==> config.mk <==
export PLATFORM = sky130hd
export DESIGN_NAME = hazard_controller
export DESIGN_NICKNAME = d
export VERILOG_FILES = /design/src/rtl/hazard_controller_pkg.sv /design/src/rtl/hazard_controller_forward_select.sv /design/src/rtl/hazard_controller.sv
export SDC_FILE = /design/constraint.sdc
export NUM_CORES = 1
export LEC_CHECK = 0
export CELL_PAD_IN_SITES_DETAIL_PLACEMENT = 0
export CELL_PAD_IN_SITES_GLOBAL_PLACEMENT = 2
export CORE_ASPECT_RATIO = 1.1
export CORE_MARGIN = 1
export CORE_UTILIZATION = 23
export CTS_CLUSTER_SIZE = 28
export DETAILED_ROUTE_END_ITERATION = 10
export PLACE_DENSITY = 0.76
export SYNTH_ARGS = -nofsm -noshare
export SYNTH_HDL_FRONTEND = slang
export SYNTH_HIERARCHICAL = 1
export SYNTH_SLANG_ARGS = --single-unit
==> constraint.sdc <==
create_clock -name clk -period 2.2 [get_ports clk]
set_input_delay 0.44 -clock clk [delete_from_list [all_inputs] [get_ports clk]]
set_output_delay 0.44 -clock clk [all_outputs]
set_load 0.03 [all_outputs]
==> src/rtl/hazard_controller_pkg.sv <==
// rtl/hazard_controller_pkg.sv - shared pipeline encodings for the hazard controller
package hazard_controller_pkg;

    typedef enum logic {
        ST_RUN     = 1'b0,
        ST_MD_WAIT = 1'b1
    } hz_state_e;

    localparam logic [1:0] FWD_RF  = 2'b00;
    localparam logic [1:0] FWD_WB  = 2'b01;
    localparam logic [1:0] FWD_MEM = 2'b10;

    localparam logic [1:0] RESULT_SRC_LOAD = 2'b01;

endpackage

==> src/rtl/hazard_controller_forward_select.sv <==
// rtl/hazard_controller_forward_select.sv - per-operand bypass select, Memory stage wins over Writeback
module forward_select
    import hazard_controller_pkg::*;
(
    input  logic [4:0] rs_e,
    input  logic [4:0] rd_m,
    input  logic [4:0] rd_w,
    input  logic       reg_write_m,
    input  logic       reg_write_w,
    output logic [1:0] fwd_sel
);

    always_comb begin
        fwd_sel = FWD_RF;
        if (reg_write_m && (rd_m != 5'd0) && (rd_m == rs_e)) begin
            fwd_sel = FWD_MEM;
        end else if (reg_write_w && (rd_w != 5'd0) && (rd_w == rs_e)) begin
            fwd_sel = FWD_WB;
        end
    end

endmodule

==> src/rtl/hazard_controller.sv <==
// rtl/hazard_controller.sv - pipeline hazard unit: forwarding, load-use stall, branch flush, multi-cycle op wait
module hazard_controller
    import hazard_controller_pkg::*;
#(
    parameter int MD_MAX_CYCLES = 34,
    parameter int CNT_W         = 16
) (
    input  logic             clk,
    input  logic             rst,
    input  logic [4:0]       Rs1D,
    input  logic [4:0]       Rs2D,
    input  logic [4:0]       Rs1E,
    input  logic [4:0]       Rs2E,
    input  logic [4:0]       RdE,
    input  logic [4:0]       RdM,
    input  logic [4:0]       RdW,
    input  logic             RegWriteM,
    input  logic             RegWriteW,
    input  logic [1:0]       ResultSrcE,
    input  logic             PCSrcE,
    input  logic             MdStartE,
    input  logic             MdDoneE,
    output logic             StallF,
    output logic             StallD,
    output logic             StallE,
    output logic             FlushD,
    output logic             FlushE,
    output logic             FlushM,
    output logic [1:0]       ForwardAE,
    output logic [1:0]       ForwardBE,
    output logic             MdBusy,
    output logic             MdErr,
    output logic [CNT_W-1:0] StallCycles
);

    localparam int OP_W = $clog2(MD_MAX_CYCLES + 1);
    localparam logic [OP_W-1:0] OP_LAST = OP_W'(MD_MAX_CYCLES - 1);

    hz_state_e        state_q, state_d;
    logic [OP_W-1:0]  op_cnt_q, op_cnt_d;
    logic             md_err_q, md_err_d;
    logic [CNT_W-1:0] stall_cnt_q, stall_cnt_d;
    logic             lw_stall;

    forward_select u_fwd_a (
        .rs_e        (Rs1E),
        .rd_m        (RdM),
        .rd_w        (RdW),
        .reg_write_m (RegWriteM),
        .reg_write_w (RegWriteW),
        .fwd_sel     (ForwardAE)
    );

    forward_select u_fwd_b (
        .rs_e        (Rs2E),
        .rd_m        (RdM),
        .rd_w        (RdW),
        .reg_write_m (RegWriteM),
        .reg_write_w (RegWriteW),
        .fwd_sel     (ForwardBE)
    );

    assign lw_stall = (ResultSrcE == RESULT_SRC_LOAD) && (RdE != 5'd0) &&
                      ((RdE == Rs1D) || (RdE == Rs2D));

    always_ff @(posedge clk) begin
        if (rst) begin
            state_q     <= ST_RUN;
            op_cnt_q    <= '0;
            md_err_q    <= 1'b0;
            stall_cnt_q <= '0;
        end else begin
            state_q     <= state_d;
            op_cnt_q    <= op_cnt_d;
            md_err_q    <= md_err_d;
            stall_cnt_q <= stall_cnt_d;
        end
    end

    always_comb begin
        state_d     = state_q;
        op_cnt_d    = op_cnt_q;
        md_err_d    = md_err_q;
        stall_cnt_d = stall_cnt_q;
        case (state_q)
            ST_RUN: begin
                if (MdStartE && !MdDoneE) begin
                    state_d  = ST_MD_WAIT;
                    op_cnt_d = '0;
                end
            end
            ST_MD_WAIT: begin
                op_cnt_d = op_cnt_q + 1'b1;
                if (MdDoneE) begin
                    state_d = ST_RUN;
                end else if (op_cnt_q == OP_LAST) begin
                    // Give up on the op; the error stays set until reset.
                    md_err_d = 1'b1;
                    state_d  = ST_RUN;
                end
            end
            default: state_d = ST_RUN;
        endcase
        if (StallF && (stall_cnt_q != {CNT_W{1'b1}})) begin
            stall_cnt_d = stall_cnt_q + 1'b1;
        end
    end

    always_comb begin
        StallF = 1'b0;
        StallD = 1'b0;
        StallE = 1'b0;
        FlushD = 1'b0;
        FlushE = 1'b0;
        FlushM = 1'b0;
        MdBusy = 1'b0;
        if (rst) begin
            FlushD = 1'b1;
            FlushE = 1'b1;
            FlushM = 1'b1;
        end else begin
            case (state_q)
                ST_RUN: begin
                    if (PCSrcE) begin
                        FlushD = 1'b1;
                        FlushE = 1'b1;
                    end else if (lw_stall) begin
                        StallF = 1'b1;
                        StallD = 1'b1;
                        FlushE = 1'b1;
                    end
                end
                ST_MD_WAIT: begin
                    // Completion releases the pipeline in the same cycle.
                    if (!MdDoneE) begin
                        StallF = 1'b1;
                        StallD = 1'b1;
                        StallE = 1'b1;
                        FlushM = 1'b1;
                        MdBusy = 1'b1;
                    end
                end
                default: ;
            endcase
        end
    end

    assign MdErr       = md_err_q;
    assign StallCycles = stall_cnt_q;

endmodule

==> results.yml <==
drt:
  vias_per_cell: 4.86
  dr.pass1.iters: 7
  vias: 1921
  drtAntennaViolNets: 0
  initialDrtViolationCount: 67
  wire_per_inst_um: 13.8
  drc: 13
  drt-total-wl_um: 5440
final_layout:
  area_growth_pct: 65.6
  finalNonFillerCells: 395
  final_cell_area_um2: 2850
  diodes: 0
  register_area_um2: 480
  fin_util: 0.400
  layout.nets: 358
  multiInputGateArea_um2: 1220
  fill_cells: 758
  drive_gt1_frac: 0.271
timing:
  period_share: 0.995
  setup_tns_ns: 0
  holdWs_ns: 0.496
  setup_violations: 0
  worstMarginPinSlew_ns: 0.433
  slew_violations: 0
  fmax_mhz: 457
  fin_crit_ns: 2.19
  slew_headroom: 0.711
  final_hold_viol_count: 0
  fin_worst_skew_ns: 0.00159
worst_setup_path:
  regToRegSetupSlack_ns: 0.14
  arrival_ns: 2.35
  cp.required_ns: 2.36
  start_kind: "primary input"
  path_max_fanout: 8
  worstSetupEndpointType: "flip-flop"
  worstSetupPathType: "primary input to flip-flop"
flow_run:
  maxCapViolCount: 0
outcome:
  outcome: "complete, but fails checks"
  violations: "design-rule violations"
floorplan:
  die_w_um: 84.5
  initial_core_util: 0.242
  ios: 72
  chipHeight_um: 92.7
  die-area_um2: 7840
  num_rows: 32
  coreArea_um2: 7130
yosys:
  syn_nets: 256
  netlist_instances: 209
  ys_seq_area_frac: 0.279
  ys_types: 51
  synth_seq_cells: 24
  synth_area_per_cell_um2: 8.24
  synth.top_cell.area_share: 0.279
  ys_warn_count: 6
  synth_area_um2: 1720
  synth_area_leaders: "dfxtp_1 (28%), xnor2_1 (11%), a21oi_1 (5.5%), nand3_1 (4.7%), xor2_1 (4.1%)"
  synth.largest_area_cell: "dfxtp_1"
power_and_ir_drop:
  p_leak_nw: 1.14
  pwr_density_cell_nw_per_um2: 351
  ir_worst_vdd_mv: 0.226
clocking:
  clk_latency_ns: 0.27
  clk_root_buffer_cell: "clkbuf_8"
  cts_hold_buf: 0
  htreeDepth: 1
  clkTransAtPathRegs_ns: 0.08
  cts_tree: "yes"
  cts_made_buffers: 3
  ctsLongestPathBuffers: 2
  cts_sinks: 24
global_routing:
  grt_first_pass_wirelength_um: 8560
  grt_usage: 0.134
  overflow: 0
  grt_max_degree: 17
  grt_pass1_vias: 1796
  antenna_found_initial: 0
worst_hold_path:
  hp-class: "flip-flop to flip-flop"
placement:
  gp_congestion: 0.757
  placement.cell_area_um2: 2660
  portBuffers: 71
  dp.cells: 384
  dp_hpwl_um: 3980
## placed cells by master (no fill, tap or decap), drive strengths merged, types with 3 or more instances in the layout
| cell type | n |
|---|---|
| a211oi | 3 |
| xnor2 | 21 |
| nor3 | 9 |
| and4 | 3 |
| dlymetal6s2s | 14 |
| ha | 3 |
| dfxtp | 24 |
| dlygate4sd2 | 13 |
| o31ai | 7 |
| or3 | 8 |
| xor2 | 8 |
| and3 | 3 |
| a21oi | 20 |
| nand2 | 15 |
| nor2 | 13 |
| clkdlybuf4s50 | 29 |
| clkbuf | 5 |
| nand4 | 3 |
| inv | 5 |
| buf | 48 |
| or4 | 7 |
| o21ai | 7 |
| nand3 | 16 |
## worst paths after layout
| check | start | end | cells after the start |
|---|---|---|---|
| setup / recovery | RdE[4] | StallCycles[1] | 11 |
| hold / removal | MdErr | MdErr | 2 |
| setup reg to reg | StallCycles[8] | StallCycles[15] | 7 |
| hold reg to reg | MdErr | MdErr | 2 |
## sequential cells by signal (all words and copies together) (netlist names)
| register | count |
|---|---|
| MdErr | 1 |
| StallCycles | 16 |
| op_cnt_q | 6 |
| state_q | 1 |
## per-stage QoR
step,worst slack (ns),power (W)
floorplan,0.0332,0.000559
global placement,-0.293,0.000707
detailed placement,-0.317,0.000706
CTS,0.00358,0.00101
global route,-0.0310,0.00106
finish,0.0108,0.000999
## what timing repair did
| action | in CTS | in global routing |
|---|---|---|
| setup buffers | 2 | 5 |
| gates cloned | 0 | 1 |
| setup endpoints to repair | 7 | 17 |
| pin swaps | 9 | 24 |
| resized for setup | 29 | 33 |
## per-layer routing
metal  GRT usage  part of all wire
met4      0.0339            0.0074
met2       0.219              0.46
met5           0                 0
met1       0.180              0.46
met3      0.0241             0.074
## power breakdown
part	total, W	internal (W)	switching [W]
combinational	0.000257	0.000136	0.000121
sequential	0.000439	0.000437	0.00000250
clock	0.000303	0.000160	0.000143
## synthesized netlist by cell type (all sizes together)
master	count
a2111oi	1
a211oi	3
a21o	1
a21oi	20
a311oi	2
a31o	2
a31oi	2
a41oi	1
and2	1
and3	3
and4	3
and4b	1
buf	7
clkbuf	2
dfxtp	24
ha	3
inv	5
mux2i	1
nand2	15
nand2b	2
nand3	16
nand4	3
nor2	13
nor2b	1
nor3	9
nor3b	1
nor4	2
o211ai	1
o21a	1
o21ai	7
o22ai	1
o31ai	7
o41ai	2
or2	1
or3	8
or4	7
or4b	1
xnor2	21
xor2	8
## critical path, cell delays in order
cell	delay (ns)
clkdlybuf4s15_1	0.23
or4_4	0.45
buf_4	0.15
o21ai_2	0.12
a311oi_2	0.06
a21oi_2	0.25
buf_6	0.17
buf_4	0.15
buf_4	0.11
mux2i_1	0.16
nor2_1	0.05
## area by class of cell
class | count | area share
Multi-Input combinational cell | 171 | 0.430
Timing Repair Buffer | 106 | 0.339
Clock buffer | 4 | 0.0193
Inverter | 5 | 0.00658
Tap cell | 85 | 0.0373
Sequential cell | 24 | 0.168
## cell families (layout without fill, tap and decap cells)
group,after synthesis,count (layout),synth area share
AND/OR/NAND/NOR,87,87,0.287
AO/OA/AOI/OAI,51,51,0.213
XOR/XNOR,29,29,0.148
flip-flops,24,24,0.279
buffers and inverters,14,115,0.0458
adder cells (fa/ha/maj),3,3,0.0218
multiplexers,1,1,0.00581
No activity file was read; power rests on OpenSTA's default activity.
